<file path="src/rtl/colpar_pkg.sv">
// colpar_pkg: shared types, defaults and column-parity/theta helpers for the colpar theta engine.
// Helpers work on a MAX_DIM*MAX_DIM-bit container so any DIM <= MAX_DIM can reuse them; callers
// zero-extend their slice and keep the low DIM / DIM*DIM result bits.
package colpar_pkg;

    typedef enum logic [2:0] {IDLE, START, PRE_RD, PRE_LD, RD, LD, OUT, DONE} state_t;

    localparam int DEF_DIM   = 5;
    localparam int DEF_DEPTH = 64;
    localparam int MAX_DIM   = 8;
    localparam int MAX_W     = MAX_DIM * MAX_DIM;
    localparam int IW        = $clog2(MAX_W);
    localparam int CW        = $clog2(MAX_DIM);

    // C[x] = XOR over y of lane (x,y), lane (x,y) living at bit x+dim*y
    function automatic logic [MAX_DIM-1:0] col_parity(input logic [MAX_W-1:0] slice, input int dim);
        logic [MAX_DIM-1:0] c;
        int i;
        c = '0;
        for (int y = 0; y < MAX_DIM; y++)
            for (int x = 0; x < MAX_DIM; x++)
                if (x < dim && y < dim) begin
                    i = x + dim * y;
                    c[x[CW-1:0]] = c[x[CW-1:0]] ^ slice[i[IW-1:0]];
                end
        return c;
    endfunction

    // out(x,y) = in(x,y) ^ C_cur[x-1] ^ C_prev[x+1], x indices taken mod dim
    function automatic logic [MAX_W-1:0] theta(input logic [MAX_W-1:0] slice,
                                               input logic [MAX_DIM-1:0] c_cur,
                                               input logic [MAX_DIM-1:0] c_prev,
                                               input int dim);
        logic [MAX_W-1:0] r;
        int i, l, h;
        r = '0;
        for (int y = 0; y < MAX_DIM; y++)
            for (int x = 0; x < MAX_DIM; x++)
                if (x < dim && y < dim) begin
                    i = x + dim * y;
                    l = (x + dim - 1) % dim;
                    h = (x + 1) % dim;
                    r[i[IW-1:0]] = slice[i[IW-1:0]] ^ c_cur[l[CW-1:0]] ^ c_prev[h[CW-1:0]];
                end
        return r;
    endfunction

endpackage

</file>
<file path="src/rtl/colpar_theta_dp.sv">
// colpar_theta_dp: slice / C_cur / C_prev registers plus combinational theta.
//  clk, rst (async, active-low)  clock and reset
//  ld_prev   capture column parity of rd_data into C_prev
//  ld_cur    capture rd_data into slice and its parity into C_cur
//  adv       shift C_cur into C_prev (beat accepted)
//  out_en    gate for out_data (zero when low)
//  rd_data   memory read data, out_data theta result, c_cur current column parity
module colpar_theta_dp
    import colpar_pkg::*;
#(
    parameter int DIM = DEF_DIM,
    localparam int W  = DIM * DIM
) (
    input  logic           clk,
    input  logic           rst,
    input  logic           ld_prev,
    input  logic           ld_cur,
    input  logic           adv,
    input  logic           out_en,
    input  logic [W-1:0]   rd_data,
    output logic [W-1:0]   out_data,
    output logic [DIM-1:0] c_cur
);

    logic [W-1:0]       slice;
    logic [DIM-1:0]     c_prev;
    logic [MAX_DIM-1:0] c_full;
    logic [MAX_W-1:0]   t_full;
    logic               unused_bits;

    always_comb begin
        c_full   = col_parity(MAX_W'(rd_data), DIM);
        t_full   = theta(MAX_W'(slice), MAX_DIM'(c_cur), MAX_DIM'(c_prev), DIM);
        out_data = out_en ? t_full[W-1:0] : '0;
    end

    // upper container bits are always zero for DIM < MAX_DIM
    assign unused_bits = ^{c_full, t_full};

    always_ff @(posedge clk or negedge rst)
        if (!rst) begin
            slice  <= '0;
            c_cur  <= '0;
            c_prev <= '0;
        end else begin
            if (ld_cur) begin
                slice <= rd_data;
                c_cur <= c_full[DIM-1:0];
            end
            if (ld_prev)
                c_prev <= c_full[DIM-1:0];
            else if (adv)
                c_prev <= c_cur;
        end

endmodule

</file>
<file path="src/rtl/colpar_theta_engine.sv">
// colpar_theta_engine: streams DEPTH slices from sync-read memory through Keccak theta.
//  clk, rst (async, active-low); start level request, run begins on its falling edge
//  ready idle, done one-cycle completion pulse
//  rd_en/rd_addr/rd_data  memory port, data valid one cycle after rd_en
//  out_valid/out_ready/out_data/out_idx  output stream with back-pressure
//  COLPAR_PARITY_OUT_EN: adds par_out (C_cur of the current beat, zero when out_valid=0)
module colpar_theta_engine
    import colpar_pkg::*;
#(
    parameter int DIM        = DEF_DIM,
    parameter int DEPTH      = DEF_DEPTH,
    localparam int W         = DIM * DIM,
    localparam int ADDR_W    = DEPTH > 1 ? $clog2(DEPTH) : 1
) (
    input  logic              clk,
    input  logic              rst,
    input  logic              start,
    output logic              ready,
    output logic              done,
    output logic              rd_en,
    output logic [ADDR_W-1:0] rd_addr,
    input  logic [W-1:0]      rd_data,
    output logic              out_valid,
    input  logic              out_ready,
    output logic [W-1:0]      out_data,
`ifdef COLPAR_PARITY_OUT_EN
    output logic [DIM-1:0]    par_out,
`endif
    output logic [ADDR_W-1:0] out_idx
);

    localparam logic [ADDR_W-1:0] LAST = ADDR_W'(DEPTH - 1);

    state_t            state, nxt;
    logic [ADDR_W-1:0] z;
    logic [DIM-1:0]    c_cur;
    logic              accept;

    always_ff @(posedge clk or negedge rst)
        if (!rst)
            state <= IDLE;
        else
            state <= nxt;

    always_ff @(posedge clk or negedge rst)
        if (!rst)
            z <= '0;
        else if (state == PRE_LD)
            z <= '0;
        else if (accept && z != LAST)
            z <= z + 1'b1;

    always_comb begin
        nxt = state;
        case (state)
            IDLE:    nxt = start ? START : IDLE;
            START:   nxt = start ? START : PRE_RD;
            PRE_RD:  nxt = PRE_LD;
            PRE_LD:  nxt = RD;
            RD:      nxt = LD;
            LD:      nxt = OUT;
            OUT:     nxt = !out_ready ? OUT : (z == LAST) ? DONE : RD;
            DONE:    nxt = IDLE;
            default: nxt = IDLE;
        endcase
    end

    // PRE_RD fetches slice DEPTH-1 so slice 0 sees its wrapped predecessor parity
    always_comb begin
        accept    = state == OUT && out_ready;
        ready     = state == IDLE;
        done      = state == DONE;
        rd_en     = state == PRE_RD || state == RD;
        rd_addr   = state == PRE_RD ? LAST :
                    (state == RD || state == LD || state == OUT) ? z : '0;
        out_valid = state == OUT;
        out_idx   = out_valid ? z : '0;
    end

`ifdef COLPAR_PARITY_OUT_EN
    assign par_out = out_valid ? c_cur : '0;
`endif

    colpar_theta_dp #(.DIM(DIM)) dp (
        .clk      (clk),
        .rst      (rst),
        .ld_prev  (state == PRE_LD),
        .ld_cur   (state == LD),
        .adv      (accept),
        .out_en   (out_valid),
        .rd_data  (rd_data),
        .out_data (out_data),
        .c_cur    (c_cur)
    );

endmodule

</file>
<file path="config.mk">
export PLATFORM = sky130hd
export DESIGN_NAME = colpar_theta_engine
export DESIGN_NICKNAME = d
export VERILOG_FILES = /design/src/rtl/colpar_pkg.sv /design/src/rtl/colpar_theta_dp.sv /design/src/rtl/colpar_theta_engine.sv
export SDC_FILE = /design/constraint.sdc
export NUM_CORES = 1
export LEC_CHECK = 0
export CAP_MARGIN = 10
export CORE_MARGIN = 3
export CORE_UTILIZATION = 35
export DETAILED_ROUTE_END_ITERATION = 7
export SYNTH_ARGS = -nofsm -noshare
export SYNTH_HDL_FRONTEND = slang
export SYNTH_SLANG_ARGS = --single-unit
</file>
<file path="constraint.sdc">
create_clock -name clk -period 4.3 [get_ports clk]
set_clock_uncertainty 0.1 [all_clocks]
set_input_delay 0.86 -clock clk [delete_from_list [all_inputs] [get_ports clk]]
set_output_delay 0.86 -clock clk [all_outputs]
set_load 0.02 [all_outputs]
</file>
==> results of run 1 <==
-- layer usage --
metal,up-vias,global-route usage (%)
met4,0,3.39
met5,-,0
met3,4,3.42
met2,52,20.6
li1,927,-
met1,872,18.9
-- layout by cell type (no fill, tap or decap), drive strengths merged, types with 2 or more instances in the layout --
cell,netlist,final
clkdlybuf4s50,0,68
mux2,25,25
buf,11,2
clkbuf,1,5
xor2,10,10
nor3,2,2
dfrtp,44,44
nand2,15,15
a21oi,7,7
xnor2,44,44
inv,9,9
mux2i,2,2
nor2,37,37
a22oi,5,5
o21ai,12,12
nand3,2,2
-- sequential cells by signal, indices dropped and copies added, names as in the netlist --
| signal | count |
|---|---|
| state | 3 |
| dp.slice | 25 |
| dp.c_cur | 5 |
| dp.c_prev | 5 |
| z | 6 |
-- final cells by class --
| type | count | share of cell area [%] |
|---|---|---|
| multi-input cells | 177 | 39.5 |
| repair buffers | 70 | 20.7 |
| clock buffers | 5 | 2.05 |
| well taps | 96 | 3.58 |
| inverters | 9 | 1.01 |
| clock inverters | 2 | 0.373 |
| flip-flops and latches | 44 | 32.8 |
-- metrics by stage --
| stage | utilization, % | setup slack (ps) |
|---|---|---|
| final | 48.6 | 906 |
| after global routing | 48.6 | 699 |
| after CTS | 48.6 | 909 |
| after detailed placement | 47.4 | 1250 |
| after global placement | 47.4 | 1290 |
| after floorplan | - | 2040 |
-- critical path: stages (launching register included) --
cell             delay [ps]
dfrtp_1                 750
nand2_1                 280
buf_4                   310
nor2_1                  160
clkdlybuf4s50_1         620
-- worst paths after layout --
kind	start	endpoint	slack, ps	cells after the start
min	dp.slice[1]	dp.slice[1]	420	1
max in group asynchronous	rst	dp.slice[23]	2880	1
min in group asynchronous	rst	dp.slice[16]	620	1
min reg2reg	dp.slice[1]	dp.slice[1]	420	1
max reg2reg	state[2]	dp.slice[2]	2340	2
max	state[2]	out_data[20]	910	4
-- power groups by stage --
stage,combinational (W),sequential [W],clock (W)
after floorplan,0.00104,0.000731,0
after global placement,0.00137,0.000804,0
after detailed placement,0.00136,0.000813,0
after CTS,0.00137,0.000805,0.000259
after global routing,0.00148,0.000839,0.000275
final,0.00135,0.000805,0.000247
-- logic make-up (layout without fill, tap and decap cells) --
family,count (synthesis),in the layout,synth area share (%)
simple gates,63,63,11.9
xor+xnor,54,54,18.7
flops,44,44,43.6
compound gates,32,32,9.42
mux,27,27,11.9
buf+inv,21,86,3.87
fa+ha+maj,1,1,0.496
==> metrics.yaml, run 1 <==
clock_tree:
  worst_skew_pair.late_latency_ps: 290
  cts.clk_slew.worst_paths_ps: 80
  clock_path_buffers: 2
  root_buffer: "clkbuf_8"
  h-tree-depth: 2
  cts_hold_buf: 0
  cts.sinks: 44
  cts_resized: 0
  cts_setup_buffers: 0
  cts_tree: "yes"
  cts_buffers: 5
synthesis:
  synth_edf_count: 0
  yosysTopAreaCell: "dfrtp_1"
  synth_area_leaders: "dfrtp_1, xnor2_1, mux2_2, nor2_1, xor2_1"
  ys_ff_latch: 44
  synthCells: 242
  synth_area_um2: 2520
  ys_warn_count: 0
  ys_types: 35
  syn_nets: 272
  synth_top_area_share_pct: 43.6
  synth-main-ff-cell: "dfrtp_1"
  async_reset_ff_share_pct: 100
  avgSynthCellArea_um2: 10.4
  ys_seq_area_share_pct: 43.6
  netlist_top_cells_count: "dfrtp_1, xnor2_1, nor2_1, mux2_2, nand2_1"
pwr:
  leakage_nw: 1.34
  p_switching_w: 0.000975
  power_density_nw_per_um2: 716
  vdd_drop_max_mv: 0.266
  p_int_w: 0.00143
  pwr-share-comb_pct: 56.2
  power_frac_clock_pct: 10.3
  design_power_total_w: 0.00240
  p_sw_share_pct: 40.6
  p_seq_share_pct: 33.5
routing:
  finalWirelength_mm: 5.33
  drt-met1-wl_mm: 2.66
  drtIter0Drc: 93
  via_count: 1855
  via_per_inst: 4.60
  drc: 0
  wl_per_cell_um: 13.2
  dr_wl_met2_mm: 2.33
  drtPass1Iterations: 4
  top_layer_used: "met4"
  wl_met3_um: 301
  final_antenna_net_count: 0
sta:
  hold_slack_ps: 420
  hold_viol_final: 0
  slew_viol_final: 0
  period_share_pct: 78.9
  period_needed_ps: 3390
  fin_setup_tns_ps: 0
  fmax_mhz: 295
  tightest_slew_ps: 975
  max_slew_margin_pct: 35.0
  setup_viol: 0
  rsz0062_at_grt: "no"
placed_design:
  placedInstanceArea_um2: 3270
  port-buffer-count: 69
  dp_hpwl_mm: 3.86
  placed_cells: 396
  gp_congestion: 0.829
floorplan:
  io_pins: 70
  initial_core_util_pct: 36.5
  die_y_um: 90.9
  num_rows: 30
  dieArea_um2: 8270
  die_w_um: 90.9
  coreArea_um2: 6910
worst_setup_path:
  cp-start-kind: "flip-flop"
  arrival_ps: 2430
  cp_max_fo: 26
  cp.required_ps: 3340
  crit_type: "reg -> out"
  crit_path_end_kind: "primary output"
final_layout:
  design_area_um2: 3350
  antenna_cells: 0
  multi_input_area_um2: 1330
  layout-drive-gt1-share_pct: 12.7
  regArea_um2: 1100
  final_cell_count_no_fill: 403
  fill_cells: 690
  synthToLayoutAreaGrowth_pct: 32.9
  fin_nets: 337
global_routing:
  grt_usage_pct: 13.4
  overflow: 0
  antenna_found_initial: 0
  grt_pass1_wl_mm: 9.24
  grt_pass1_vias: 1904
  grt_start_max_net_pins: 45
run:
  drv_cap: 0
min_path:
  min_path_type: "reg -> reg"
outcome:
  status: "complete, no violations"
(Power assumes the default switching activity.)
==> inputs of run 2 (changes only) <==
==> constraint.sdc (replaced) <==
create_clock -name clk -period 2.8 [get_ports clk]
set_clock_uncertainty 0.1 [all_clocks]
set_input_delay 0.56 -clock clk [delete_from_list [all_inputs] [get_ports clk]]
set_output_delay 0.56 -clock clk [all_outputs]
set_load 0.02 [all_outputs]
==> run 2 against run 1 <==
Net effect: cell count increased by 1.5%; register-to-register slack got worse by 1300 ps; first-iteration DRC count shrank 41%.
==> metrics.yaml, run 2 (synthesized netlist as in run 1, its figures left out) <==
placed_design:
  dpl_worst_slack_ps: 315
  gp_congestion: 0.706
  port-buffer-count: 69
  dp_hpwl_mm: 3.92
clock_tree:
  clock_path_buffers: 2
  cts_setup_buffers: 0
  root_buffer: "clkbuf_8"
  cts.sinks: 44
  h-tree-depth: 2
  cts_hold_buf: 0
  cts_tree: "yes"
  worst_skew_pair.late_latency_ps: 290
  cts.clk_slew.worst_paths_ps: 80
  cts_buffers: 5
global_routing:
  grt_pass1_wl_mm: 8.86
  grt_usage_pct: 13.1
  grt_pass1_vias: 1895
  overflow: 0
  antenna_found_initial: 0
  grt_start_max_net_pins: 36
final_layout:
  layout-drive-gt1-share_pct: 16.3
  fin_nets: 342
  largest_register_ff_count: 25
  top_register: "dp.slice"
  regArea_um2: 1100
  synthToLayoutAreaGrowth_pct: 36.4
  layout_commonest_cell: "clkdlybuf4s50_1"
  multi_input_area_um2: 1360
  layout.cells.most_common_list: "clkdlybuf4s50_1, xnor2_1, dfrtp_1"
  fill_cells: 672
  antenna_cells: 0
  reg_top3: "dp.slice x25, z x6"
sta:
  max_slew_margin_pct: 68.5
  hold_slack_ps: 23.7
  period_share_pct: 93.8
  setup_ws_ps: 175
  period_needed_ps: 2630
  hold_viol_final: 0
  fmax_mhz: 381
  rsz0062_at_grt: "no"
  setup_viol: 0
  fin_setup_tns_ps: 0
  slew_viol_final: 0
  tightest_slew_ps: 472
min_path:
  min_path_type: "in -> async"
floorplan:
  coreArea_um2: 6910
  die_w_um: 90.9
  dieArea_um2: 8270
  initial_core_util_pct: 36.5
  die_y_um: 90.9
  num_rows: 30
  io_pins: 70
worst_setup_path:
  path_delay_family: "buffers and inverters"
  cp_max_fo: 19
  arrival_ps: 1970
  path_buf_inv: 2
  cp-start-kind: "flip-flop"
  crit_type: "reg -> out"
  slowest_delay_ps: 620
  crit_path_end_kind: "primary output"
  slowest_stage: "clkdlybuf4s50_1"
  cp_cell_sequence: "and2b_1, nand2_1, buf_4, nor2_1, clkdlybuf4s50_1"
  cp.required_ps: 2140
pwr:
  design_power_total_w: 0.00380
  vdd_drop_max_mv: 0.485
  power_density_nw_per_um2: 1100
  leakage_nw: 1.38
routing:
  final_antenna_net_count: 0
  drc: 0
  drtPass1Iterations: 4
  wl_per_cell_um: 12.9
  finalWirelength_mm: 5.29
  drtIter0Drc: 55
  via_per_inst: 4.58
  via_count: 1875
outcome:
  status: "complete, no violations"
run:
  drv_cap: 0
==> run 2: cell count changes in the layout (fill, tap and decap cells not counted), sizes merged <==
| cell | delta |
|---|---|
| buf | +5 |
| clkbuf | +1 |
| clkinv | +1 |
| clkinvlp | -1 |
==> run 2: layer usage <==
layer	GRT usage (%)	vias to the layer above	wire, µm
met5	0	-	0
met4	3.14	0	50
met3	3.92	6	322
met2	20.4	62	2340
met1	17.9	868	2580
li1	-	939	-
==> run 2: final timing paths <==
check | start | endpoint | slack [ps] | depth (start not counted)
max reg2reg | state[1] | dp.slice[2] | 1030 | 3
min reg2reg | dp.slice[1] | dp.slice[1] | 420 | 1
min | rst | dp.slice[21] | 20 | 1
min in group clk | dp.slice[1] | dp.slice[1] | 420 | 1
max in group asynchronous | rst | state[1] | 1870 | 2
max | state[1] | out_data[10] | 170 | 5
==> run 2: what timing repair did <==
item	CTS	global route
setup endpoints to repair	7	18
resized for setup	3	4
pin swaps	0	0
==> run 2: worst register-to-register path, cell delays in order (launching register included) <==
cell      delay [ps]
dfrtp_2          470
buf_4            180
nand3b_4         450
mux2_1           460
==> run 2: area by class of cell <==
class,count,share of cell area (%)
multi-input cells,177,39.6
repair buffers,75,21.2
inverters,9,0.981
flip-flops and latches,44,32.0
clock buffers,6,2.40
clock inverters,2,0.291
well taps,96,3.49
==> run 2: power by group <==
group          switching, W  internal, W  total, W
Sequential         0.000262     0.000940   0.00120
Clock              0.000205     0.000197  0.000402
Combinational       0.00106      0.00114   0.00220
==> run 2: stage by stage <==
step | instance area [µm²] | cells | util, %
global placement | 3310 | 401 | 47.9
CTS | 3430 | 409 | 49.6
floorplan | 2520 | 242 | -
finish | 3440 | 409 | 49.8
global route | 3440 | 409 | 49.8
detailed placement | 3310 | 401 | 47.9
